<file path="config.mk">
export PLATFORM = sky130hd
export DESIGN_NAME = spike_rate_monitor
export DESIGN_NICKNAME = d
export VERILOG_FILES = /design/src/rtl/spike_rate_monitor.sv
export SDC_FILE = /design/constraint.sdc
export NUM_CORES = 1
export LEC_CHECK = 0
export BUFFER_PORTS_ARGS = -buffer_cell sky130_fd_sc_hd__buf_2
export CAP_MARGIN = 10
export CORE_ASPECT_RATIO = 0.6
export CORE_MARGIN = 4
export CORE_UTILIZATION = 52
export CTS_CLUSTER_SIZE = 20
export DETAILED_ROUTE_END_ITERATION = 16
export PLACE_DENSITY = 0.82
export SLEW_MARGIN = 30
export SYNTH_ARGS = -nofsm -noshare
export SYNTH_HDL_FRONTEND = slang
export SYNTH_SLANG_ARGS = --single-unit
</file>
<file path="constraint.sdc">
create_clock -name clk -period 3.8 [get_ports clk]
set_input_delay 0.38 -clock clk [delete_from_list [all_inputs] [get_ports clk]]
set_output_delay 0.38 -clock clk [all_outputs]
set_load 0.005 [all_outputs]
</file>
<file path="src/rtl/spike_rate_monitor.sv">
// Threshold-with-hysteresis spike detector on an 8-bit membrane stream, with
// inter-spike interval measurement and a windowed spike-rate valid/ack output.
module spike_rate_monitor #(
  parameter int unsigned WINDOW_LOG2 = 8,
  parameter logic [7:0]  THRESH      = 8'd200,
  parameter logic [7:0]  HYST        = 8'd20
) (
  input  logic       clk,
  input  logic       rst_n,
  input  logic       en,
  input  logic [7:0] membrane,
  output logic       spike_out,
  output logic [7:0] isi,
  output logic       isi_valid,
  output logic [7:0] rate,
  output logic       rate_valid,
  input  logic       rate_ack,
  output logic       overrun
);

  localparam int unsigned CW = 8;
  localparam logic [0:0] ARMED = 1'b0;
  localparam logic [0:0] FIRED = 1'b1;
  localparam logic [CW-1:0] REARM = THRESH - HYST;
  localparam logic [CW-1:0] SAT   = '1;
  localparam logic [WINDOW_LOG2-1:0] WLAST = '1;

  logic [0:0]             state, state_nxt;
  logic                   spike_nxt;
  logic [CW-1:0]          isi_nxt;
  logic                   isi_valid_nxt;
  logic                   seen, seen_nxt;
  logic [CW-1:0]          icnt, icnt_nxt;
  logic [WINDOW_LOG2-1:0] wcnt, wcnt_nxt;
  logic [CW-1:0]          scnt, scnt_nxt;
  logic [CW-1:0]          rate_nxt;
  logic                   rate_valid_nxt;
  logic                   overrun_nxt;

  logic          spike_c;
  logic          close_c;
  logic [CW-1:0] icnt_inc_c;
  logic [CW-1:0] scnt_sum_c;

  // Next-state and next-output logic; everything holds unless en samples
  always_comb begin
    state_nxt      = state;
    spike_nxt      = 1'b0;
    isi_nxt        = isi;
    isi_valid_nxt  = isi_valid;
    seen_nxt       = seen;
    icnt_nxt       = icnt;
    wcnt_nxt       = wcnt;
    scnt_nxt       = scnt;
    rate_nxt       = rate;
    rate_valid_nxt = rate_valid;
    overrun_nxt    = overrun;

    spike_c    = (state == ARMED) && (membrane >= THRESH);
    close_c    = (wcnt == WLAST);
    icnt_inc_c = (icnt == SAT) ? SAT : icnt + CW'(1);
    scnt_sum_c = (spike_c && scnt != SAT) ? scnt + CW'(1) : scnt;

    if (en) begin
      case (state)
        ARMED:   if (membrane >= THRESH) state_nxt = FIRED;
        FIRED:   if (membrane < REARM)   state_nxt = ARMED;
        default: state_nxt = ARMED;
      endcase

      spike_nxt = spike_c;

      // The first spike only starts ISI tracking; later spikes report it
      if (spike_c) begin
        if (seen) begin
          isi_nxt       = icnt_inc_c;
          isi_valid_nxt = 1'b1;
        end
        seen_nxt = 1'b1;
        icnt_nxt = '0;
      end else begin
        icnt_nxt = icnt_inc_c;
      end

      if (close_c) begin
        rate_nxt       = scnt_sum_c;
        scnt_nxt       = '0;
        wcnt_nxt       = '0;
        rate_valid_nxt = 1'b1;
        if (rate_valid && !rate_ack) overrun_nxt = 1'b1;
        else if (rate_valid && rate_ack) overrun_nxt = 1'b0;
      end else begin
        scnt_nxt = scnt_sum_c;
        wcnt_nxt = wcnt + WINDOW_LOG2'(1);
        if (rate_valid && rate_ack) begin
          rate_valid_nxt = 1'b0;
          overrun_nxt    = 1'b0;
        end
      end
    end
  end

  always_ff @(posedge clk or negedge rst_n) begin
    if (!rst_n) begin
      state      <= ARMED;
      spike_out  <= 1'b0;
      isi        <= '0;
      isi_valid  <= 1'b0;
      seen       <= 1'b0;
      icnt       <= '0;
      wcnt       <= '0;
      scnt       <= '0;
      rate       <= '0;
      rate_valid <= 1'b0;
      overrun    <= 1'b0;
    end else begin
      state      <= state_nxt;
      spike_out  <= spike_nxt;
      isi        <= isi_nxt;
      isi_valid  <= isi_valid_nxt;
      seen       <= seen_nxt;
      icnt       <= icnt_nxt;
      wcnt       <= wcnt_nxt;
      scnt       <= scnt_nxt;
      rate       <= rate_nxt;
      rate_valid <= rate_valid_nxt;
      overrun    <= overrun_nxt;
    end
  end

endmodule
</file>
### Yosys cells after proc, flatten, opt, wreduce, memory -nomap -nowiden

Cells that the tools add are included.

* bits in registers: 46
* latch bits: 0
* memory bits (writable): 0
* memory bits (read-only): 0
* input port bits: 12
* output and inout bits: 20
* logic and storage cells: 44
* memories: 0

* $add $sub $neg: 3
* multipliers: 0
* div/mod/pow operators: 0
* magnitude comparators: 2
* equality and inequality tests: 3
* shift operators: 0
* muxes and demuxes: 14
* bitwise gates (word level): 1
* reductions and logical operators: 10

Operators by type and width (count)
* 8-bit 2-to-1 mux: 5
* 8-bit by 1-bit adder with 8-bit output (second input constant): 3
* 8-bit equality test (second input constant): 2
* 8-bit greater-or-equal comparator (second input constant): 1
* 8-bit < comparator (second input constant): 1
* 1-bit 2-to-1 mux: 8
* 8-bit inequality test (second input constant): 1
* 2-bit AND reduction: 3
* 1-bit logical AND: 4
* 3-bit AND reduction: 1
* 1-bit one-hot mux with 2 select lines: 1
* 2-bit nonzero test: 1
* 1-bit logical NOT: 1
* 1-bit inverter: 1

### Depth between registers and ports, before layout

Gate-level depths: netlist (run 1).

* depth in word-level cells: 5
* mapped depth: 7
* mapped depth without buffers: 6

### Worst setup path before layout (run 1)

Ideal clock, no wire load.

* kind: register to register
* from: register icnt[0]
* to: register icnt[5]
* arrival: 1.506 ns
* setup slack: 2.158 ns
* stages on the path, launching flop included: 8
* clock period less this slack: 1.642 ns
* path through: dfrtp_1 -> ha_1 -> and3_4 -> and3_1 -> and3_1 -> buf_4 -> o21ai_0 -> a21oi_1

* longest elaborated chain between the ends: 3
* elaborated cells between the ends (all ways): 4

RTL lines
* start: declaration: line 33 `logic [CW-1:0] icnt, icnt_nxt;`
* start signal: assignment: line 122 `icnt <= icnt_nxt;`
* 8-bit by 1-bit adder with 8-bit output / 8-bit equality test (equally long branches): line 61 `icnt_inc_c = (icnt == SAT) ? SAT : icnt + CW'(1);`
* 8-bit 2-to-1 mux (*): line 61
* 8-bit 2-to-1 mux (*): line 74 `if (spike_c) begin`

Every way passes the cells marked *; elsewhere a longest branch is shown, timed or not.
A chain may end at the register's enable or synchronous reset.

### Worst setup path after layout (run 1)

* from: register scnt[0]
* to: register scnt[0]

* longest elaborated chain between the ends: 4
* elaborated cells between the ends (all ways): 5

RTL lines
* start: declaration: line 35 `logic [CW-1:0] scnt, scnt_nxt;`
* start signal: assignment: line 124 `scnt <= scnt_nxt;`
* branches (longest 2 deep; another with 8-bit by 1-bit adder with 8-bit output)
* 8-bit 2-to-1 mux (*): line 62 `scnt_sum_c = (spike_c && scnt != SAT) ? scnt + CW'(1) : scnt;`
* 8-bit 2-to-1 mux (*): line 85 `if (close_c) begin`

Mark *: on every way between the ends.

==> flow_summary_export.csv, run 1 <==
group,metric,value,unit
drt,wire_per_inst,13.5,um
timing,hold_violations,0,
synth,yosysSeqAreaShare,0.510,
place,gp_congestion,0.804,
die,die_y,59.0,um
timing,grt_setup_unrepaired,"false",
global_routing,grt-ovfl-total,0,
timing,max_slew.worst_pin.slew,0.626,ns
die,die_area,0.00549,mm^2
run_status,status,"complete, no violations",
timing,period_minus_slack,1.81,ns
synth,syn-num-nets,244,
setup_path,path_cells,"ha_1, and3_1, a21oi_2, o21ai_0, mux2_2",
flow_run,maxCapViolCount,0,
drt,wl,4280,um
clock_tree,cts_max_level,2,
clock_tree,post-cts-setup-buffers,0,
clock_tree,clkLatencyLatePin,0.29,ns
timing,fin_crit_sh,0.477,
clock_tree,cts_hold_buf,0,
global_routing,grt_max_degree,47,
drt,viasPerCell,5.52,
die,core,0.00414,mm^2
clock_tree,cts.repair.resized,0,
layout,design_area,0.00251,mm^2
setup_path,cp_max_fo,6,
layout,layout_commonest_cell,"dfrtp_1",
synth,ys_seq_elements,46,
setup_path,crit_type,"reg2reg",
power_and_ir_drop,vdd_drop_max,0.181,mV
setup_path,cp_num_buf_inv,0,
layout,final_nets,272,
setup_path,required,3.98,ns
synth,netlist_area,0.00226,mm^2
min_path,hold_class,"in2async",
drt,final_antenna_net_count,0,
die,die_w,93.1,um
layout,fin_cells,317,
timing,fin_ws,1.99,ns
clock_tree,cts.sinks,46,
synth,avgSynthCellArea,9.86,um^2
synth,synthCells,229,
global_routing,antenna_found_initial,0,
die,pin_count,32,
setup_path,cp_slowest_cell,"dfrtp_1",
place,place_hpwl,3040,um
drt,vias,1749,
place,dpl_worst_slack,1.97,ns
place,dpl_cell_area,0.00244,mm^2
global_routing,grt_pass1_vias,1606,
timing,finalClockSkew,0.00848,ns
layout,layout-drive-gt1-share,0.195,
timing,hold_slack,0.0686,ns
power_and_ir_drop,leakage,1.16,nW
clock_tree,cts_tree,"built",
global_routing,grtUsageTotal,0.177,
clock_tree,cts_made_buffers,5,
place,io_buffers,29,
setup_path,critPathLaunchType,"flip-flop",
setup_path,max_stage_delay,0.43,ns
layout,diodes,0,
layout,area_growth,11.3,%
drt,drc_errors,0,
timing,setup_viol,0,
synth,synth_warnings,0,
clock_tree,clock_path_buffers,2,
setup_path,arrival,1.99,ns
global_routing,grt_pass1_wl,7600,um
timing,setup_tns,0,ns
clock_tree,cts.clk_slew.worst_paths,0.08,ns
power_and_ir_drop,p_per_area,451,mW/mm^2
drt,dr.pass1.iters,4,
setup_path,crit_path_end_kind,"flip-flop",
timing,relSlewSlack,0.583,
timing,fmax,552,MHz
clock_tree,cts_root_buffer,"clkbuf_8",
setup_path,cp_top_family,"flip-flops",
timing,report.final.slew_viol_count,0,
place,dp_cells,310,
drt,drt-initial-drc-count,99,
layout,layout_common_cells,"dfrtp_1 (46), nand2_1 (38), buf_2 (28)",
die,rows,18,
synth,synth.distinct_cells,45,
die,initial_core_util,0.545,
## stage by stage
| stage | total power, mW | util |
|---|---|---|
| floorplan | 0.774 | - |
| global placement | 0.853 | 0.587 |
| detailed placement | 0.864 | 0.588 |
| CTS | 1.14 | 0.606 |
| global route | 1.21 | 0.606 |
| finish | 1.13 | 0.606 |
## report_power, final
group	leakage, nW	switching, mW	internal [mW]	total, mW
Clock	0.0383	0.152	0.127	0.279
Combinational	0.521	0.117	0.104	0.221
Sequential	0.597	0.0648	0.568	0.633
## cells in the mapped netlist, drive strengths merged
cell     instances  share of area
nor4b            1         0.0039
and2             3         0.0089
a21oi           19          0.044
and4             1         0.0050
and3             8          0.024
dfrtp           46           0.51
o22ai            4          0.011
nand4            5          0.014
ha               3          0.017
nand2           39          0.066
nor3             2          0.012
a21o             1         0.0033
a311oi           1         0.0039
clkbuf           3         0.0050
a2111oi          1          0.012
xor2             3          0.012
o41ai            1         0.0039
a31oi            7          0.019
inv              5         0.0083
o21ai           22          0.052
o31ai            1         0.0033
buf              5          0.014
a22o             1         0.0039
mux2i            3          0.013
mux2             3          0.015
o2111ai          1         0.0039
o21a             1         0.0033
nand3            6          0.016
nor2            17          0.029
xnor2           10          0.039
or2              1         0.0028
nand3b           1         0.0089
nand2b           3         0.0083
o211a            1         0.0044
## path summary, 6_finish.rpt
path                                       startpoint               endpoint  slack, ns  cells after the start
worst max-delay path              scnt[0]$_DFFE_PN0P_    scnt[0]$_DFFE_PN0P_       1.99                      5
max in group asynchronous                       rst_n    rate[2]$_DFFE_PN0P_       3.33                      1
min in group clk                             rate_ack              flip-flop       0.29                      2
worst min register to register  isi_valid$_DFFE_PN0P_  isi_valid$_DFFE_PN0P_       0.47                      1
worst max register to register    scnt[0]$_DFFE_PN0P_    scnt[0]$_DFFE_PN0P_       1.99                      5
worst min-delay path                            rst_n     isi[4]$_DFFE_PN0P_       0.07                      1
## metal layers
metal | vias to the layer above | wire length, um | share of wire | track usage
li1 | 865 | - | - | -
met1 | 818 | 2250 | 0.53 | 0.277
met2 | 60 | 1680 | 0.39 | 0.245
met3 | 6 | 312 | 0.073 | 0.0495
met4 | 0 | 36 | 0.0084 | 0.0376
met5 | - | 0 | 0 | 0
## flip-flops by register name, indices dropped and copies added, names as in the netlist, named ones only
signal,count
icnt,8
wcnt,8
rate,8
state,1
isi,8
isi_valid,1
seen,1
rate_valid,1
spike_out,1
scnt,8
## cell type report
type | instances | area (um^2)
clock buffers | 7 | 76.3
fillers | 372 | 1630
inverters | 5 | 18.8
multi-input cells | 170 | 1040
flip-flops and latches | 46 | 1150
well taps | 60 | 75.1
repair buffers | 29 | 148
## logic make-up after synthesis
| group | after synthesis | share of synthesized area |
|---|---|---|
| simple gates | 87 | 0.198 |
| compound gates | 61 | 0.169 |
| flops | 46 | 0.510 |
| xor+xnor | 13 | 0.0504 |
| buf+inv | 13 | 0.0277 |
| mux | 6 | 0.0283 |
| fa+ha+maj | 3 | 0.0166 |
(Power assumes the default switching activity.)
==> run 2, diff against run 1 <==
==> constraint.sdc (replaced) <==
create_clock -name clk -period 1.7 [get_ports clk]
set_input_delay 0.17 -clock clk [delete_from_list [all_inputs] [get_ports clk]]
set_output_delay 0.17 -clock clk [all_outputs]
set_load 0.005 [all_outputs]
==> run 2 against run 1 <==
Largest power group unchanged. Critical path depth up 1. Sequential power up 120%. Sequential cell count unchanged. Clock power rose to 2.5 times the previous value. Routed wire length up 13%. Register-to-register slack worse by 1.9 ns. Sequential share of layout area down 3.2 points. Highest routed layer unchanged.
==> flow_summary_export.csv, run 2 (synthesized netlist as in run 1, its figures left out) <==
group,metric,value,unit
power_and_ir_drop,clockPowerShare,0.264,
setup_path,max_stage_delay,0.39,ns
global_routing,grt_max_degree,47,
drt,drt-initial-drc-count,86,
setup_path,critPathCapture,"scnt[5]$_DFFE_PN0P_",
die,rows,18,
layout,design_area,0.00270,mm^2
die,die_y,59.0,um
place,io_buffers,29,
setup_path,crit_path_end_kind,"flip-flop",
setup_path,r2r-end,"scnt[5]$_DFFE_PN0P_",
layout,final_nets,291,
setup_path,worst-path-stages,6,
power_and_ir_drop,p_int,1.87,mW
setup_path,r2r_start,"state$_DFFE_PN0P_",
place,dpl_cell_area,0.00257,mm^2
timing,max_slew.worst_pin.slew,0.340,ns
drt,vias,1856,
layout,diodes,0,
global_routing,grt-ovfl-total,0,
timing,relSlewSlack,0.773,
die,die_w,93.1,um
setup_path,critPathLaunch,"state$_DFFE_PN0P_",
setup_path,ff2ff_path_depth,6,
layout,area_growth,19.7,%
setup_path,arrival,1.83,ns
timing,finalClockSkew,0.0111,ns
setup_path,path_cells,"nand3b_4, or2_4, buf_4, a2111oi_4, nand2b_1, a31oi_1",
flow_run,maxCapViolCount,0,
place,place_hpwl,3600,um
drt,drc_errors,0,
power_and_ir_drop,switchingPower,800,uW
power_and_ir_drop,p_per_area,990,mW/mm^2
clock_tree,cts_tree,"built",
min_path,holdCritStartpoint,"rate_ack",
global_routing,grt_pass1_vias,1738,
setup_path,cp_slowest_cell,"dfrtp_1",
power_and_ir_drop,seq_power_share,0.526,
timing,setup_tns,0,ns
drt,wl,4850,um
die,pin_count,32,
timing,fin_crit_sh,0.963,
setup_path,cp_max_fo,6,
run_status,status,"complete, no violations",
power_and_ir_drop,swShare,0.299,
setup_path,required,1.89,ns
clock_tree,cts.sinks,46,
power_and_ir_drop,vdd_drop_max,0.538,mV
global_routing,grtUsageTotal,0.195,
layout,layout_commonest_cell,"dfrtp_1",
place,gp_congestion,0.856,
die,core,0.00414,mm^2
clock_tree,cts_made_buffers,5,
die,die_area,0.00549,mm^2
setup_path,cp_num_buf_inv,1,
setup_path,crit_type,"reg2reg",
global_routing,antenna_found_initial,0,
die,initial_core_util,0.545,
timing,setup_viol,0,
timing,hold_violations,0,
drt,viasPerCell,5.51,
clock_tree,cts_root_buffer,"clkbuf_8",
power_and_ir_drop,pwr-share-comb,0.210,
layout,layout_common_cells,"dfrtp_1 (46), nand2_1 (38), buf_2 (29)",
clock_tree,clkLatencyLatePin,0.31,ns
timing,report.final.slew_viol_count,0,
min_path,hold_class,"in2reg",
clock_tree,cts.clk_slew.worst_paths,0.09,ns
drt,dr.pass1.iters,4,
setup_path,cp_top_family,"simple AND/OR/NAND/NOR gates",
layout,layout-drive-gt1-share,0.267,
clock_tree,cts_max_level,2,
timing,period_minus_slack,1.64,ns
clock_tree,clock_path_buffers,2,
power_and_ir_drop,leakage,1.27,nW
setup_path,reg2reg_slack,0.06,ns
timing,fmax,611,MHz
timing,hold_slack,0.0634,ns
setup_path,critPathLaunchType,"flip-flop",
global_routing,grt_pass1_wl,8160,um
drt,wire_per_inst,14.4,um
drt,final_antenna_net_count,0,
[run 2: changes by cell type in the layout (fill, tap and decap cells not counted), sizes merged]
cell,previous run,this run
clkinv,0,1
dlygate4sd3,0,1
buf,29,47
[run 2: power by group through the flow]
stage	clock [mW]	combinational, mW	sequential [mW]
2_1_floorplan	0	0.310	1.42
5_1_grt	0.774	0.628	1.43
3_5_place_dp	0	0.555	1.43
3_3_place_gp	0	0.536	1.41
6_report	0.706	0.561	1.41
4_1_cts	0.710	0.556	1.41
[run 2: how the worst min path moves through the flow]
| stage | end | slack [ns] | cells past startpoint |
|---|---|---|---|
| 2_1_floorplan | asynchronous set/reset pin | -0.13 | 0 |
| 3_3_place_gp | isi[4]$_DFFE_PN0P_ | 0.17 | 2 |
| 3_5_place_dp | isi[5]$_DFFE_PN0P_ | 0.17 | 2 |
| 4_1_cts | flip-flop | 0.06 | 2 |
| 5_1_grt | flip-flop | 0.06 | 2 |
| 6_report | flip-flop | 0.06 | 2 |
[run 2: cell type report]
type / count / area, um^2
Multi-Input combinational cell: 170 / 1060
Inverter: 5 / 18.8
Tap cell: 60 / 75.1
Clock inverter: 1 / 5.00
Fill cell: 374 / 1440
Clock buffer: 7 / 86.3
Timing Repair Buffer: 48 / 303
Sequential cell: 46 / 1150
[run 2: metal layers]
metal | up-vias | GRT usage | wire length [um] | part of all wire
met2 | 53 | 0.286 | 2070 | 0.43
met3 | 8 | 0.0520 | 285 | 0.059
li1 | 896 | - | - | -
met4 | 0 | 0.0647 | 61 | 0.013
met5 | - | 0 | 0 | 0
met1 | 899 | 0.283 | 2440 | 0.50
[run 2: metrics by stage]
stage	utilization	worst slack, ns	total power, mW	instances
floorplan	-	0.0577	1.73	229
global placement	0.619	0.0683	1.95	326
detailed placement	0.619	0.0170	1.98	326
CTS	0.644	0.00567	2.67	335
global route	0.652	-0.0166	2.84	337
finish	0.652	0.0624	2.67	337
[run 2: what timing repair did]
item | CTS | global route
gates resized for setup | 0 | 6
endpoints found under the setup margin | 0 | 24
hold buffers | 1 | 0
hold endpoints to repair | 46 | 0
buffers inserted | 0 | 2
==> run 3, diff against run 2 <==
--- a/config.mk
+++ b/config.mk
@@ -7,12 +7,14 @@
 export LEC_CHECK = 0
 export BUFFER_PORTS_ARGS = -buffer_cell sky130_fd_sc_hd__buf_2
 export CAP_MARGIN = 10
+export CELL_PAD_IN_SITES_DETAIL_PLACEMENT = 1
+export CELL_PAD_IN_SITES_GLOBAL_PLACEMENT = 1
 export CORE_ASPECT_RATIO = 0.6
 export CORE_MARGIN = 4
-export CORE_UTILIZATION = 52
+export CORE_UTILIZATION = 44
 export CTS_CLUSTER_SIZE = 20
 export DETAILED_ROUTE_END_ITERATION = 16
-export PLACE_DENSITY = 0.82
+export PLACE_DENSITY = 0.88
 export SLEW_MARGIN = 30
 export SYNTH_ARGS = -nofsm -noshare
 export SYNTH_HDL_FRONTEND = slang
==> run 3 against run 2 <==
First-iteration DRC count down 17%. Sequential power hardly changed. Cell count grew 1.8%. Clock skew is 0.0043 ns lower. Core utilization shrank 7.4 points. Critical endpoint unchanged. Setup slack got worse by 0.028 ns. Die area is 16% higher. Sequential cell count did not move. Critical path depth stayed put. Non-clock buffer count grew 4. Routed wire length is 21% higher.
==> flow_summary_export.csv, run 3 (synthesized netlist as in run 1, its figures left out) <==
group,metric,value,unit
place,dpl_cell_area,0.00257,mm^2
place,gp_congestion,0.820,
die,die_y,63.5,um
layout,layout_commonest_cell,"dfrtp_1",
timing,period_minus_slack,1.67,ns
layout,fin_cells,343,
setup_path,cp_num_buf_inv,1,
layout,diodes,0,
die,die_w,100,um
clock_tree,cts.clk_slew.worst_paths,0.08,ns
setup_path,path_cells,"nand3b_4, or2_4, buf_6, a2111oi_4, a21oi_1, a31oi_1",
drt,viasPerCell,5.50,
die,initial_core_util,0.475,
timing,fin_crit_sh,0.980,
layout,final_nets,295,
setup_path,cp_max_fo,3,
setup_path,critPathLaunchType,"flip-flop",
drt,dr.pass1.iters,4,
setup_path,cp_slowest_cell,"dfrtp_1",
place,io_buffers,29,
layout,design_area,0.00275,mm^2
setup_path,arrival,1.89,ns
die,core,0.00475,mm^2
clock_tree,clock_path_buffers,2,
timing,finalClockSkew,0.00684,ns
setup_path,required,1.92,ns
layout,layout_common_cells,"dfrtp_1 (45), nand2_1 (38), buf_2 (29)",
clock_tree,cts_made_buffers,5,
global_routing,grt_pass1_vias,1802,
flow_run,maxCapViolCount,0,
setup_path,max_stage_delay,0.39,ns
power_and_ir_drop,leakage,1.27,nW
run_status,status,"complete, no violations",
drt,drt-initial-drc-count,71,
setup_path,crit_type,"reg2reg",
global_routing,grt_pass1_wl,9580,um
global_routing,grt-ovfl-total,0,
timing,report.final.slew_viol_count,0,
drt,final_antenna_net_count,0,
drt,wl,5880,um
global_routing,grt_max_degree,21,
drt,wire_per_inst,17.2,um
timing,grt_setup_unrepaired,"true",
die,die_area,0.00638,mm^2
global_routing,antenna_found_initial,0,
setup_path,crit_path_end_kind,"flip-flop",
timing,setup_tns,0,ns
clock_tree,cts_root_buffer,"clkbuf_8",
die,pin_count,32,
min_path,hold_class,"in2reg",
clock_tree,clkLatencyLatePin,0.30,ns
layout,layout-drive-gt1-share,0.293,
clock_tree,cts_tree,"built",
die,rows,19,
drt,vias,1888,
clock_tree,cts_max_level,2,
place,dp_cells,331,
power_and_ir_drop,p_per_area,970,mW/mm^2
place,place_hpwl,4180,um
global_routing,grtUsageTotal,0.192,
timing,setup_viol,0,
layout,area_growth,21.8,%
timing,hold_violations,0,
timing,relSlewSlack,0.694,
clock_tree,cts.sinks,46,
setup_path,cp_top_family,"compound AO/OA/AOI/OAI gates",
power_and_ir_drop,vdd_drop_max,0.574,mV
timing,max_slew.worst_pin.slew,0.460,ns
timing,fmax,600,MHz
drt,drc_errors,0,
[run 3: repair_timing]
action | in CTS | in global routing
endpoints found under the setup margin | 1 | 23
hold buffers | 1 | 0
cloned | 0 | 0
resized for setup | 1 | 19
pin swaps | 0 | 7
setup buffers | 0 | 4
hold endpoints to repair | 18 | 0
[run 3: routing by layer]
layer / global-route usage / wire [um] / up-vias
met5: 0 / 0 / -
met4: 0.0437 / 29 / 0
met3: 0.0639 / 382 / 2
met2: 0.264 / 2540 / 48
met1: 0.288 / 2930 / 934
li1: - / - / 904
[run 3: final cells by class]
cell class | instances | area [um^2]
multi-input combinational | 170 | 1100
clock buffer | 7 | 76.3
sequential | 46 | 1150
inverter | 5 | 18.8
tap | 63 | 78.8
fill | 560 | 2000
timing repair buffer | 52 | 324
[run 3: power by group]
group / switching [mW] / total (mW) / internal (mW)
clock: 0.355 / 0.639 / 0.284
combinational: 0.320 / 0.609 / 0.290
sequential: 0.148 / 1.42 / 1.27
[run 3: final timing paths]
| kind | from | endpoint | slack (ns) | cells past startpoint |
|---|---|---|---|---|
| max in group asynchronous | rst_n | icnt[7]$_DFFE_PN0P_ | 0.71 | 3 |
| hold / removal | rate_ack | flip-flop | 0.07 | 2 |
| min in group asynchronous | rst_n | isi[2]$_DFFE_PN0P_ | 0.34 | 2 |
| setup reg to reg | state$_DFFE_PN0P_ | scnt[5]$_DFFE_PN0P_ | 0.03 | 6 |
| setup / recovery | state$_DFFE_PN0P_ | scnt[5]$_DFFE_PN0P_ | 0.03 | 6 |
| hold reg to reg | isi_valid$_DFFE_PN0P_ | isi_valid$_DFFE_PN0P_ | 0.46 | 1 |
[run 3: metrics by stage]
stage	worst slack, ns	hold slack (ns)	utilization	power (mW)
floorplan	0.0577	-0.126	-	1.73
global placement	0.0801	0.153	0.541	1.96
detailed placement	0.0158	0.148	0.541	2.01
CTS	0.00573	0.0679	0.559	2.65
global route	-0.0422	0.0552	0.578	2.87
finish	0.0341	0.0693	0.578	2.67
